--- src/rtl/keypad_scanner.sv ---
// Purpose: 4x4 active-low matrix keypad scanner with 2-flop column synchroniser and press/release debounce.
// Latency: key_valid pulses 1 clk after the DEBOUNCE_CNT-th matching sample; samples are SCAN_DIV clk apart.
// Backpressure: none; free-running scan, the press event is a single-cycle pulse that is never held off.
module keypad_scanner #(
    parameter int SCAN_DIV     = 4,
    parameter int DEBOUNCE_CNT = 3
) (
    input  logic       clk,
    input  logic       rst,
    input  logic       enable,
    input  logic [3:0] keypadCol,
    output logic [3:0] keypadRow,
    output logic       key_valid,
    output logic [1:0] key_row,
    output logic [1:0] key_col,
    output logic       key_held
);

    localparam int DW = $clog2(SCAN_DIV);
    localparam int CW = $clog2(DEBOUNCE_CNT + 1);
    localparam logic [DW-1:0] DWELL_LAST = DW'(SCAN_DIV - 1);
    // Counter value that, once one more matching sample arrives, completes the debounce
    localparam logic [CW-1:0] CNT_TOP    = CW'(DEBOUNCE_CNT - 1);

    typedef enum logic [1:0] {IDLE, SCAN, DEBOUNCE, HELD} state_t;

    state_t        state;
    logic [3:0]    col_meta;
    logic [3:0]    col_s;
    logic [DW-1:0] dwell;
    logic [1:0]    row;
    logic [1:0]    cap_col;
    logic [CW-1:0] deb;
    logic [CW-1:0] rel;
    logic          sample_pt;
    logic          col_single;
    logic [1:0]    col_idx;

    // Active-low drive pattern for a given row
    function automatic logic [3:0] row_drive(input logic [1:0] r);
        return ~(4'b0001 << r);
    endfunction

    // Two-flop synchroniser for the asynchronous column inputs; idles at "no key"
    always_ff @(posedge clk or negedge rst) begin
        if (!rst) begin
            col_meta <= 4'b1111;
            col_s    <= 4'b1111;
        end else begin
            col_meta <= keypadCol;
            col_s    <= col_meta;
        end
    end

    assign sample_pt = (dwell == DWELL_LAST);

    // Decode exactly one pressed column; multiple zeros are treated as no key
    always_comb begin
        col_single = 1'b0;
        col_idx    = 2'd0;
        case (col_s)
            4'b1110: begin col_single = 1'b1; col_idx = 2'd0; end
            4'b1101: begin col_single = 1'b1; col_idx = 2'd1; end
            4'b1011: begin col_single = 1'b1; col_idx = 2'd2; end
            4'b0111: begin col_single = 1'b1; col_idx = 2'd3; end
            default: begin col_single = 1'b0; col_idx = 2'd0; end
        endcase
    end

    // Scan / debounce / held FSM with all outputs registered
    always_ff @(posedge clk or negedge rst) begin
        if (!rst) begin
            state     <= IDLE;
            keypadRow <= 4'b1111;
            key_valid <= 1'b0;
            key_row   <= 2'd0;
            key_col   <= 2'd0;
            key_held  <= 1'b0;
            dwell     <= '0;
            row       <= 2'd0;
            cap_col   <= 2'd0;
            deb       <= '0;
            rel       <= '0;
        end else if (!enable) begin
            // Leaving the game drops any pending press; last key identity is kept
            state     <= IDLE;
            keypadRow <= 4'b1111;
            key_valid <= 1'b0;
            key_held  <= 1'b0;
            dwell     <= '0;
            row       <= 2'd0;
            deb       <= '0;
            rel       <= '0;
        end else begin
            key_valid <= 1'b0;
            if (state == IDLE) begin
                state     <= SCAN;
                row       <= 2'd0;
                dwell     <= '0;
                keypadRow <= row_drive(2'd0);
            end else begin
                dwell <= sample_pt ? '0 : dwell + DW'(1);
                case (state)
                    SCAN: begin
                        if (sample_pt) begin
                            if (col_single) begin
                                cap_col <= col_idx;
                                if (DEBOUNCE_CNT == 1) begin
                                    key_valid <= 1'b1;
                                    key_row   <= row;
                                    key_col   <= col_idx;
                                    key_held  <= 1'b1;
                                    rel       <= '0;
                                    state     <= HELD;
                                end else begin
                                    deb   <= CW'(1);
                                    state <= DEBOUNCE;
                                end
                            end else begin
                                row       <= row + 2'd1;
                                keypadRow <= row_drive(row + 2'd1);
                            end
                        end
                    end
                    DEBOUNCE: begin
                        if (sample_pt) begin
                            if (col_single && (col_idx == cap_col)) begin
                                if (deb == CNT_TOP) begin
                                    key_valid <= 1'b1;
                                    key_row   <= row;
                                    key_col   <= cap_col;
                                    key_held  <= 1'b1;
                                    deb       <= '0;
                                    rel       <= '0;
                                    state     <= HELD;
                                end else begin
                                    deb <= deb + CW'(1);
                                end
                            end else begin
                                // Bounce: resume scanning after the row that glitched
                                deb       <= '0;
                                row       <= row + 2'd1;
                                keypadRow <= row_drive(row + 2'd1);
                                state     <= SCAN;
                            end
                        end
                    end
                    HELD: begin
                        if (sample_pt) begin
                            if (col_s[cap_col]) begin
                                if (rel == CNT_TOP) begin
                                    rel       <= '0;
                                    key_held  <= 1'b0;
                                    row       <= 2'd0;
                                    keypadRow <= row_drive(2'd0);
                                    state     <= SCAN;
                                end else begin
                                    rel <= rel + CW'(1);
                                end
                            end else begin
                                rel <= '0;
                            end
                        end
                    end
                    default: begin
                        state     <= IDLE;
                        keypadRow <= 4'b1111;
                    end
                endcase
            end
        end
    end

endmodule
--- config.mk ---
export PLATFORM = sky130hd
export DESIGN_NAME = keypad_scanner
export DESIGN_NICKNAME = d
export VERILOG_FILES = /design/src/rtl/keypad_scanner.sv
export SDC_FILE = /design/constraint.sdc
export NUM_CORES = 1
export LEC_CHECK = 0
export ABC_CLOCK_PERIOD_IN_PS = 2700
export CORE_ASPECT_RATIO = 0.7
export CORE_UTILIZATION = 40
export DETAILED_ROUTE_END_ITERATION = 6
export GPL_TIMING_DRIVEN = 0
export PLACE_DENSITY = 0.7
export SLEW_MARGIN = 20
export SYNTH_ARGS = -nofsm -noshare
export SYNTH_HDL_FRONTEND = slang
export SYNTH_SLANG_ARGS = --single-unit
--- constraint.sdc ---
create_clock -name clk -period 2.7 [get_ports clk]
set_clock_uncertainty 0.15 [all_clocks]
set_input_delay 0.405 -clock clk [delete_from_list [all_inputs] [get_ports clk]]
set_output_delay 0.405 -clock clk [all_outputs]
set_load 0.05 [all_outputs]
After elaboration in Yosys (flattened, before gate mapping)
Cells that the tools add are included.
{ "totals": {"register_bits": 30, "input_bits": 7, "output_inout_bits": 10, "wordCells": 134} }
{ "classes": {"n_bitwise": 2, "mux": 70, "shifts": 1, "magnitude_cmp": 1, "n_addsub": 4, "eq_ne": 32, "n_reduce_logical": 11} }
{ "ops": {"columns": ["op", "count"], "rows": [
  ["two-way mux 2 bit", 37],
  ["two-way mux 4 bit", 9],
  ["!= test 4 bit, second input constant", 8],
  ["!= test 3 bit, second input constant", 8],
  ["case mux 2 bit (3 select lines)", 3],
  ["two-way mux 1 bit", 16],
  ["AND reduction 8 bit", 2],
  ["AND reduction 7 bit", 2],
  ["equality test 4 bit, second input constant", 3],
  ["case mux 4 bit (3 select lines)", 1],
  ["AND reduction 6 bit", 2],
  ["equality test 2 bit, second input constant", 5],
  ["AND reduction 5 bit", 2],
  ["adder 2 x 1 -> 2 bit, second input constant", 4],
  ["case mux 2 bit (2 select lines)", 2],
  ["!= test 3 x 1 -> 1 bit, second input constant", 2],
  ["!= test 5 x 1 -> 1 bit, second input constant", 1],
  ["!= test 5 bit, second input constant", 1],
  ["equality test 4 x 3 -> 1 bit, second input constant", 1],
  ["NOT 4 bit", 1],
  ["OR reduction 4 bit", 1],
  ["left shift 1 x 2 -> 4 bit, first input constant", 1],
  ["< comparator 2 x 3 -> 1 bit, second input constant", 1],
  ["binary-select mux 1 bit (select 2 bit)", 1],
  ["7 further kinds", 7]
]} }

Logic depth before layout (Yosys ltp)
Gate-level depths: netlist of run 1.
{ "logic_depth": {"ltp_word": 9, "depth_mapped": 8} }

Least setup slack after synthesis of run 1
No wires, ideal clock.
{ "synth_path": {"path_kind": "reg2reg", "start": "register col_s[1]", "end": "register rel[1]", "slack_ps": 214, "path_stages_with_launch": 8, "required_time_ps": 2472, "setup_time_ps": 78, "t_arrival_ps": 2258, "path_buffers": 1, "cell_sequence": "dfstp_2 > buf_6 > or4b_1 > a21oi_2 > o21ai_1 > a2111o_1 > or3_1 > a21boi_1"} }
{ "synth_between": {"elab_chain_cells": 7, "elab_cells_between_ends": 18, "classes_between": "6 x eq/ne; 9 x mux; 3 x reduce/logical"} }
{ "synth_lines": {"columns": ["item", "line", "text"], "rows": [
  ["start: declaration", "29", "logic [3:0] col_s;"],
  ["start signal: assignment", "51", "col_s <= col_meta;"],
  ["parallel branches: the longest is 7 deep, another holds AND reduction 6 bit", null, null],
  ["end signal: assignment", "158", "rel <= rel + CW'(1);"],
  ["end: declaration", "34", "logic [CW-1:0] rel;"]
]} }
Several ways; the timed one is not identified. The select of a mux whose other input is x is not followed.
A chain may end at the register's enable or synchronous reset.

Worst setup path in the final report of run 1
{ "layout_path": {"start": "register col_s[1]", "end": "register rel[0]"} }
The elaborated chain is that of the path after synthesis.

==> results of run 1 <==
per-stage QoR:
step                      hold WS, ns  setup WS, ns
after global placement          0.195         0.102
after detailed placement        0.197        0.0746
final                        -0.00546        0.0951
after floorplan               -0.0406         0.214
after CTS                     0.00991        0.0506
after global routing           0.0429        0.0123
layout make-up:
cell class,instances,area (µm²),share of cell area
Multi-Input combinational cell,104,818,0.421
Clock buffer,6,72.6,0.0373
Clock inverter,2,10.0,0.00515
Tap cell,52,65.1,0.0335
Inverter,7,26.3,0.0135
Sequential cell,30,766,0.394
Timing Repair Buffer,16,155,0.0798
Buffer,4,30.0,0.0155
sequential cells by signal (all words and copies together), names as in the netlist:
name       count
key_held       1
col_s          4
col_meta       4
state          2
key_row        2
row            2
deb            2
dwell          2
key_valid      1
rel            2
cap_col        2
keypadRow      4
key_col        2
critical path: cells and delay by family, from the launching register on:
family                 cells  cell delay (ns)
AOI/OAI and AO/OA          4             0.88
buffers and inverters      1             0.13
DFF                        1             0.53
and+or+nand+nor            2             0.83
per-layer routing:
metal,track usage,up-vias,wire length (µm)
li1,-,564,-
met1,0.251,596,1610
met2,0.241,35,1500
met3,0.0694,2,153
met4,0.0608,0,10
met5,0,-,0
power by group through the flow:
stage          clock, mW  combinational, mW  sequential [mW]
6_report           0.338              0.523            0.581
5_1_grt            0.373              0.575            0.589
4_1_cts            0.347              0.520            0.582
3_5_place_dp           0              0.516            0.590
3_3_place_gp           0              0.490            0.582
2_1_floorplan          0              0.295            0.660
cell families after synthesis:
logic type               count (synthesis)
AO/OA/AOI/OAI                           31
buffers and inverters                   11
adder cells (fa/ha/maj)                 11
flip-flops                              30
AND/OR/NAND/NOR                         43
multiplexers                            16
XOR/XNOR                                 3
how the worst max path moves through the flow:
stage | endpoint | from | cells past startpoint
5_1_grt | rel[0] | col_s[1] | 7
4_1_cts | rel[0] | col_s[1] | 7
6_report | rel[0] | col_s[1] | 7
3_3_place_gp | rel[1] | col_s[1] | 7
2_1_floorplan | rel[1] | col_s[1] | 7
3_5_place_dp | rel[0] | col_s[1] | 7
timing repair:
action	in CTS	in global routing
setup endpoints to repair	0	8
resized for setup	0	1
setup buffers	0	0
hold endpoints to repair	0	0
cells in the final DEF (no fill, tap or decap), drive strengths merged, types with 2 or more instances in the layout:
| master | n |
|---|---|
| dfrtp | 18 |
| clkdlybuf4s50 | 15 |
| mux2 | 13 |
| dfstp | 12 |
| o21ai | 12 |
| ha | 11 |
| nand2 | 10 |
| clkbuf | 8 |
| inv | 7 |
| nor2 | 6 |
| nor3 | 5 |
| a21boi | 4 |
| xor2 | 3 |
| buf | 3 |
| a21oi | 3 |
| nor2b | 2 |
| nand3b | 2 |
| nor3b | 2 |
| and3 | 2 |
| nand3 | 2 |
| o211ai | 2 |
| a22o | 2 |
| mux2i | 2 |
| or3 | 2 |
| clkinv | 2 |
==> impl_metrics.py, run 1 <==
metrics = {
    "pwr": {
        "power_mw": 1.44,
        "power_density_mw_per_mm2": 741,
        "switchingPower_uw": 530,
        "p_int_uw": 911,
        "p_leak_nw": 0.815,
        "p_comb_frac": 0.363,
        "clkPwrFrac": 0.234,
        "vdd_drop_max_mv": 0.399,
        "switching_share": 0.368,
        "power_frac_seq": 0.403,
    },
    "finish": {
        "area_growth_pct": 18.8,
        "instances_no_fill": 221,
        "num-nets-final": 186,
        "drive_above_1_share": 0.219,
        "finish.utilization": 0.495,
        "design_area_mm2": 0.00194,
        "n_antenna_cell": 0,
        "nFillCells": 371,
    },
    "route": {
        "drt.antenna.violating_nets": 0,
        "drt-pass1-iter-count": 4,
        "vias_per_cell": 5.42,
        "wl_mm": 3.27,
        "vias": 1197,
        "drtIter0Drc": 99,
        "wire_per_inst_um": 14.8,
        "drc": 0,
    },
    "synthesis": {
        "syn-num-nets": 163,
        "syn_inst": 145,
        "ys.warnings.count": 0,
        "synth.top_cells.by_count": "18 x dfrtp_1, 12 x dfstp_2, 11 x ha_1",
        "synth_compound_area_frac": 0.129,
        "synth_largest_area_cell": "dfrtp_1",
        "synth-seq-area-share": 0.468,
        "synth_most_common_cell": "dfrtp_1",
        "yosys.area_share.adder": 0.0842,
        "synth_area_leaders": "dfrtp_1 28%, dfstp_2 19%, ha_1 8.4%, mux2_2 6.2%, o21ai_0 2.8%",
        "synth_cell_types": 46,
        "synth_top_family_by_area": "simple AND/OR/NAND/NOR gates",
        "synth-edff-count": 0,
        "synthMuxAreaShare": 0.118,
        "synth_top_area_frac": 0.275,
        "netlist_area_mm2": 0.00164,
        "synth_xor_area_frac": 0.0161,
        "synthFlopType": "dfrtp_1",
        "async_flop_share": 1.00,
        "synthSimpleGateAreaFrac": 0.150,
        "synth-seq-cells": 30,
        "synth_area_per_cell_um2": 11.3,
    },
    "timing": {
        "whs_ns": -0.00546,
        "max_slew_margin": 0.541,
        "tns_ns": 0,
        "post-route-min-period_ns": 2.60,
        "post-route-period-util": 0.965,
        "hold_viol": 3,
        "tightest_slew_ns": 0.685,
        "rsz0062_at_grt": "false",
        "maxSlewViolCount": 0,
        "max_freq_mhz": 384,
        "finalSetupViolCount": 0,
    },
    "grt": {
        "grt-ovfl-total": 0,
        "grt_pass1_wl_mm": 5.67,
        "grt.total_usage": 0.176,
        "grt_max_degree": 31,
        "antenna_found_initial": 0,
        "grt_pass1_vias": 1175,
    },
    "setup_path": {
        "worst-setup-path-type": "reg -> reg",
        "crit_required_ns": 2.75,
        "r2r_cells": 7,
        "r2r_setup_slack_ns": 0.1,
        "crit_fanout": 10,
        "worstPathCellList": "buf_6 -> or4b_1 -> a21oi_2 -> o21ai_1 -> a2111o_1 -> or3_1 -> a21boi_1",
        "crit_path_end_kind": "register",
        "timing.rr.start": "col_s[1]",
        "rr_endpoint": "rel[0]",
        "arrival_ns": 2.65,
        "slowest_delay_ns": 0.53,
        "crit_slowest_cell": "dfstp_2",
        "critPathLaunchType": "register",
    },
    "place": {
        "post-place-cells": 213,
        "gp_congestion": 0.851,
        "hpwl_mm": 2.42,
        "port_buffers": 16,
        "place_area_mm2": 0.00186,
    },
    "clock_tree": {
        "clockBufferDepth": 2,
        "cts_tree": "built",
        "cts-root-buf": "clkbuf_8",
        "ctsHoldBuffers": 0,
        "cts_buffers": 5,
        "clkTransAtPathRegs_ns": 0.06,
        "cts.sinks": 30,
        "htree_num_levels": 2,
        "clk_latency_ns": 0.28,
    },
    "job": {
        "drv_cap": 0,
    },
    "floorplanning": {
        "start_util": 0.417,
        "die_width_um": 78.4,
        "core-area_mm2": 0.00392,
        "die_area_mm2": 0.00435,
        "num_rows": 19,
        "die_y_um": 55.5,
        "ios": 17,
    },
    "run_status": {
        "status": "finished with violations",
        "failed_checks": "hold timing",
    },
    "hold_path": {
        "hold_class": "in -> async",
    },
}
No activity file was read; power rests on OpenSTA's default activity.
==> inputs of run 2 (changes only) <==
--- a/config.mk
+++ b/config.mk
@@ -6,11 +6,12 @@
 export NUM_CORES = 1
 export LEC_CHECK = 0
 export ABC_CLOCK_PERIOD_IN_PS = 2700
-export CORE_ASPECT_RATIO = 0.7
+export CORE_ASPECT_RATIO = 1.2
 export CORE_UTILIZATION = 40
 export DETAILED_ROUTE_END_ITERATION = 6
 export GPL_TIMING_DRIVEN = 0
 export PLACE_DENSITY = 0.7
+export REMOVE_ABC_BUFFERS = 1
 export SLEW_MARGIN = 20
 export SYNTH_ARGS = -nofsm -noshare
 export SYNTH_HDL_FRONTEND = slang
==> impl_metrics.py, run 2 (same netlist as run 1, synthesis figures left out) <==
metrics = {
    "route": {
        "drt.antenna.violating_nets": 0,
        "vias": 1192,
        "drtIter0Drc": 42,
        "wire_per_inst_um": 14.4,
        "vias_per_cell": 5.35,
        "drt-pass1-iter-count": 4,
        "drc": 0,
        "wl_mm": 3.21,
    },
    "timing": {
        "fin_ws_ns": 0.0981,
        "post-route-min-period_ns": 2.60,
        "finalSetupViolCount": 0,
        "hold_viol": 6,
        "whs_ns": -0.0102,
        "tns_ns": 0,
        "max_freq_mhz": 384,
        "maxSlewViolCount": 0,
        "tightest_slew_ns": 0.690,
        "post-route-period-util": 0.964,
        "max_slew_margin": 0.538,
    },
    "job": {
        "drv_cap": 0,
    },
    "floorplanning": {
        "ios": 17,
        "die_y_um": 72.0,
        "die_width_um": 60.4,
        "num_rows": 25,
        "start_util": 0.415,
        "die_area_mm2": 0.00435,
        "core-area_mm2": 0.00394,
    },
    "pwr": {
        "power_density_mw_per_mm2": 824,
        "switching_share": 0.321,
        "p_int_mw": 1.13,
        "p_leak_nw": 0.848,
        "vdd_drop_max_mv": 0.452,
        "switchingPower_uw": 532,
        "clkPwrFrac": 0.343,
        "p_comb_frac": 0.307,
        "power_frac_seq": 0.350,
    },
    "grt": {
        "grt_use_met3": 0.0553,
        "grt_pass1_wl_mm": 5.54,
        "grt_max_degree": 31,
        "grt_use_met1": 0.201,
        "antenna_found_initial": 0,
        "grt-ovfl-total": 0,
        "grt.total_usage": 0.172,
        "grt.busiest_layer": "met2",
        "use_met2": 0.277,
        "grt_pass1_vias": 1258,
    },
    "clock_tree": {
        "cts_tree": "built",
        "cts_buffers": 5,
        "cts.sinks": 30,
        "clk_latency_ns": 0.29,
        "clockBufferDepth": 2,
        "cts-root-buf": "clkbuf_8",
        "ctsHoldBuffers": 0,
        "clkTransAtPathRegs_ns": 0.08,
        "htree_num_levels": 2,
    },
    "setup_path": {
        "r2r_setup_slack_ns": 0.1,
        "worstPathCellList": "or4b_1 -> a21oi_2 -> o21ai_1 -> a2111o_1 -> or3_1 -> a21boi_1",
        "crit_required_ns": 2.77,
        "crit_fanout": 7,
        "rr_endpoint": "rel[1]",
        "crit_slowest_cell": "dfstp_2",
        "r2r_cells": 6,
        "arrival_ns": 2.67,
        "slowest_delay_ns": 0.59,
        "timing.rr.start": "col_s[1]",
        "critical_path.startpoint": "col_s[1]",
        "worst-setup-path-type": "reg -> reg",
        "crit_path_end_kind": "register",
        "critPathLaunchType": "register",
    },
    "finish": {
        "area_growth_pct": 23.1,
        "final_common_cell": "dfrtp_1",
        "num-nets-final": 186,
        "n_antenna_cell": 0,
        "drive_above_1_share": 0.237,
        "nFillCells": 362,
        "design_area_mm2": 0.00201,
        "final_cell_mix": "18 x dfrtp_1, 15 x clkdlybuf4s50_1, 12 x dfstp_2, 11 x ha_1, 10 x nand2_1",
        "finish.utilization": 0.511,
        "instances_no_fill": 223,
        "biggestRegsByFlops": "col_meta x4, col_s x4, keypadRow x4",
    },
    "place": {
        "gp_congestion": 0.850,
        "place_area_mm2": 0.00183,
        "post-place-cells": 211,
        "port_buffers": 16,
        "hpwl_mm": 2.17,
        "pre_cts_slack_ns": 0.0455,
    },
    "run_status": {
        "status": "finished with violations",
        "failed_checks": "hold timing",
    },
    "hold_path": {
        "hold_class": "in -> async",
    },
}
run 2: cell types whose count changed in the layout (fill, tap and decap cells not counted), sizes merged:
cell | before | now
buf | 3 | 5
bufinv | 0 | 2
clkbuf | 8 | 6
clkinv | 2 | 0
run 2: layout make-up:
cell class	instances	area, µm²	share of cell area
flip-flops and latches	30	766	0.380
repair buffers	20	185	0.0920
multi-input cells	104	826	0.410
well taps	54	67.6	0.0336
inverters	7	26.3	0.0131
clock buffers	6	82.6	0.0410
clock inverters	2	60.1	0.0298
run 2: repair_timing:
action | in CTS | in global routing
setup buffers | 0 | 4
endpoints found under the setup margin | 0 | 3
resized for setup | 0 | 2
run 2: per-stage QoR:
step | power, mW | hold slack, ns
floorplan | 0.951 | -0.0406
global placement | 1.07 | 0.195
detailed placement | 1.09 | 0.197
CTS | 1.67 | 0.0113
global route | 1.75 | 0.0360
finish | 1.66 | -0.0102
run 2: worst max-delay path: cells and delay by family (launching register included):
kind               cells  cell delay, ns
DFF                    1            0.59
AOI/OAI and AO/OA      4            0.94
and+or+nand+nor        2            0.86
run 2: metal layers:
metal / vias to the layer above / wire length, µm
met3: 12 / 130
met4: 0 / 98
met1: 580 / 1390
li1: 569 / -
met2: 31 / 1590
met5: - / 0
run 2: power by group through the flow:
stage / Combinational [mW] / Clock (mW) / Sequential, mW
final: 0.509 / 0.569 / 0.581
after global routing: 0.563 / 0.600 / 0.590
after CTS: 0.504 / 0.586 / 0.582
after detailed placement: 0.501 / 0 / 0.590
after global placement: 0.484 / 0 / 0.584
after floorplan: 0.290 / 0 / 0.661
run 2: worst max path at each step:
stage	endpoint	slack, ns	cells after the start
2_1_floorplan	rel[1]	0.24	6
3_3_place_gp	row[1]	0.10	6
3_5_place_dp	rel[1]	0.05	6
4_1_cts	rel[1]	0.03	6
5_1_grt	rel[1]	-0.001	6
6_report	rel[1]	0.1	6
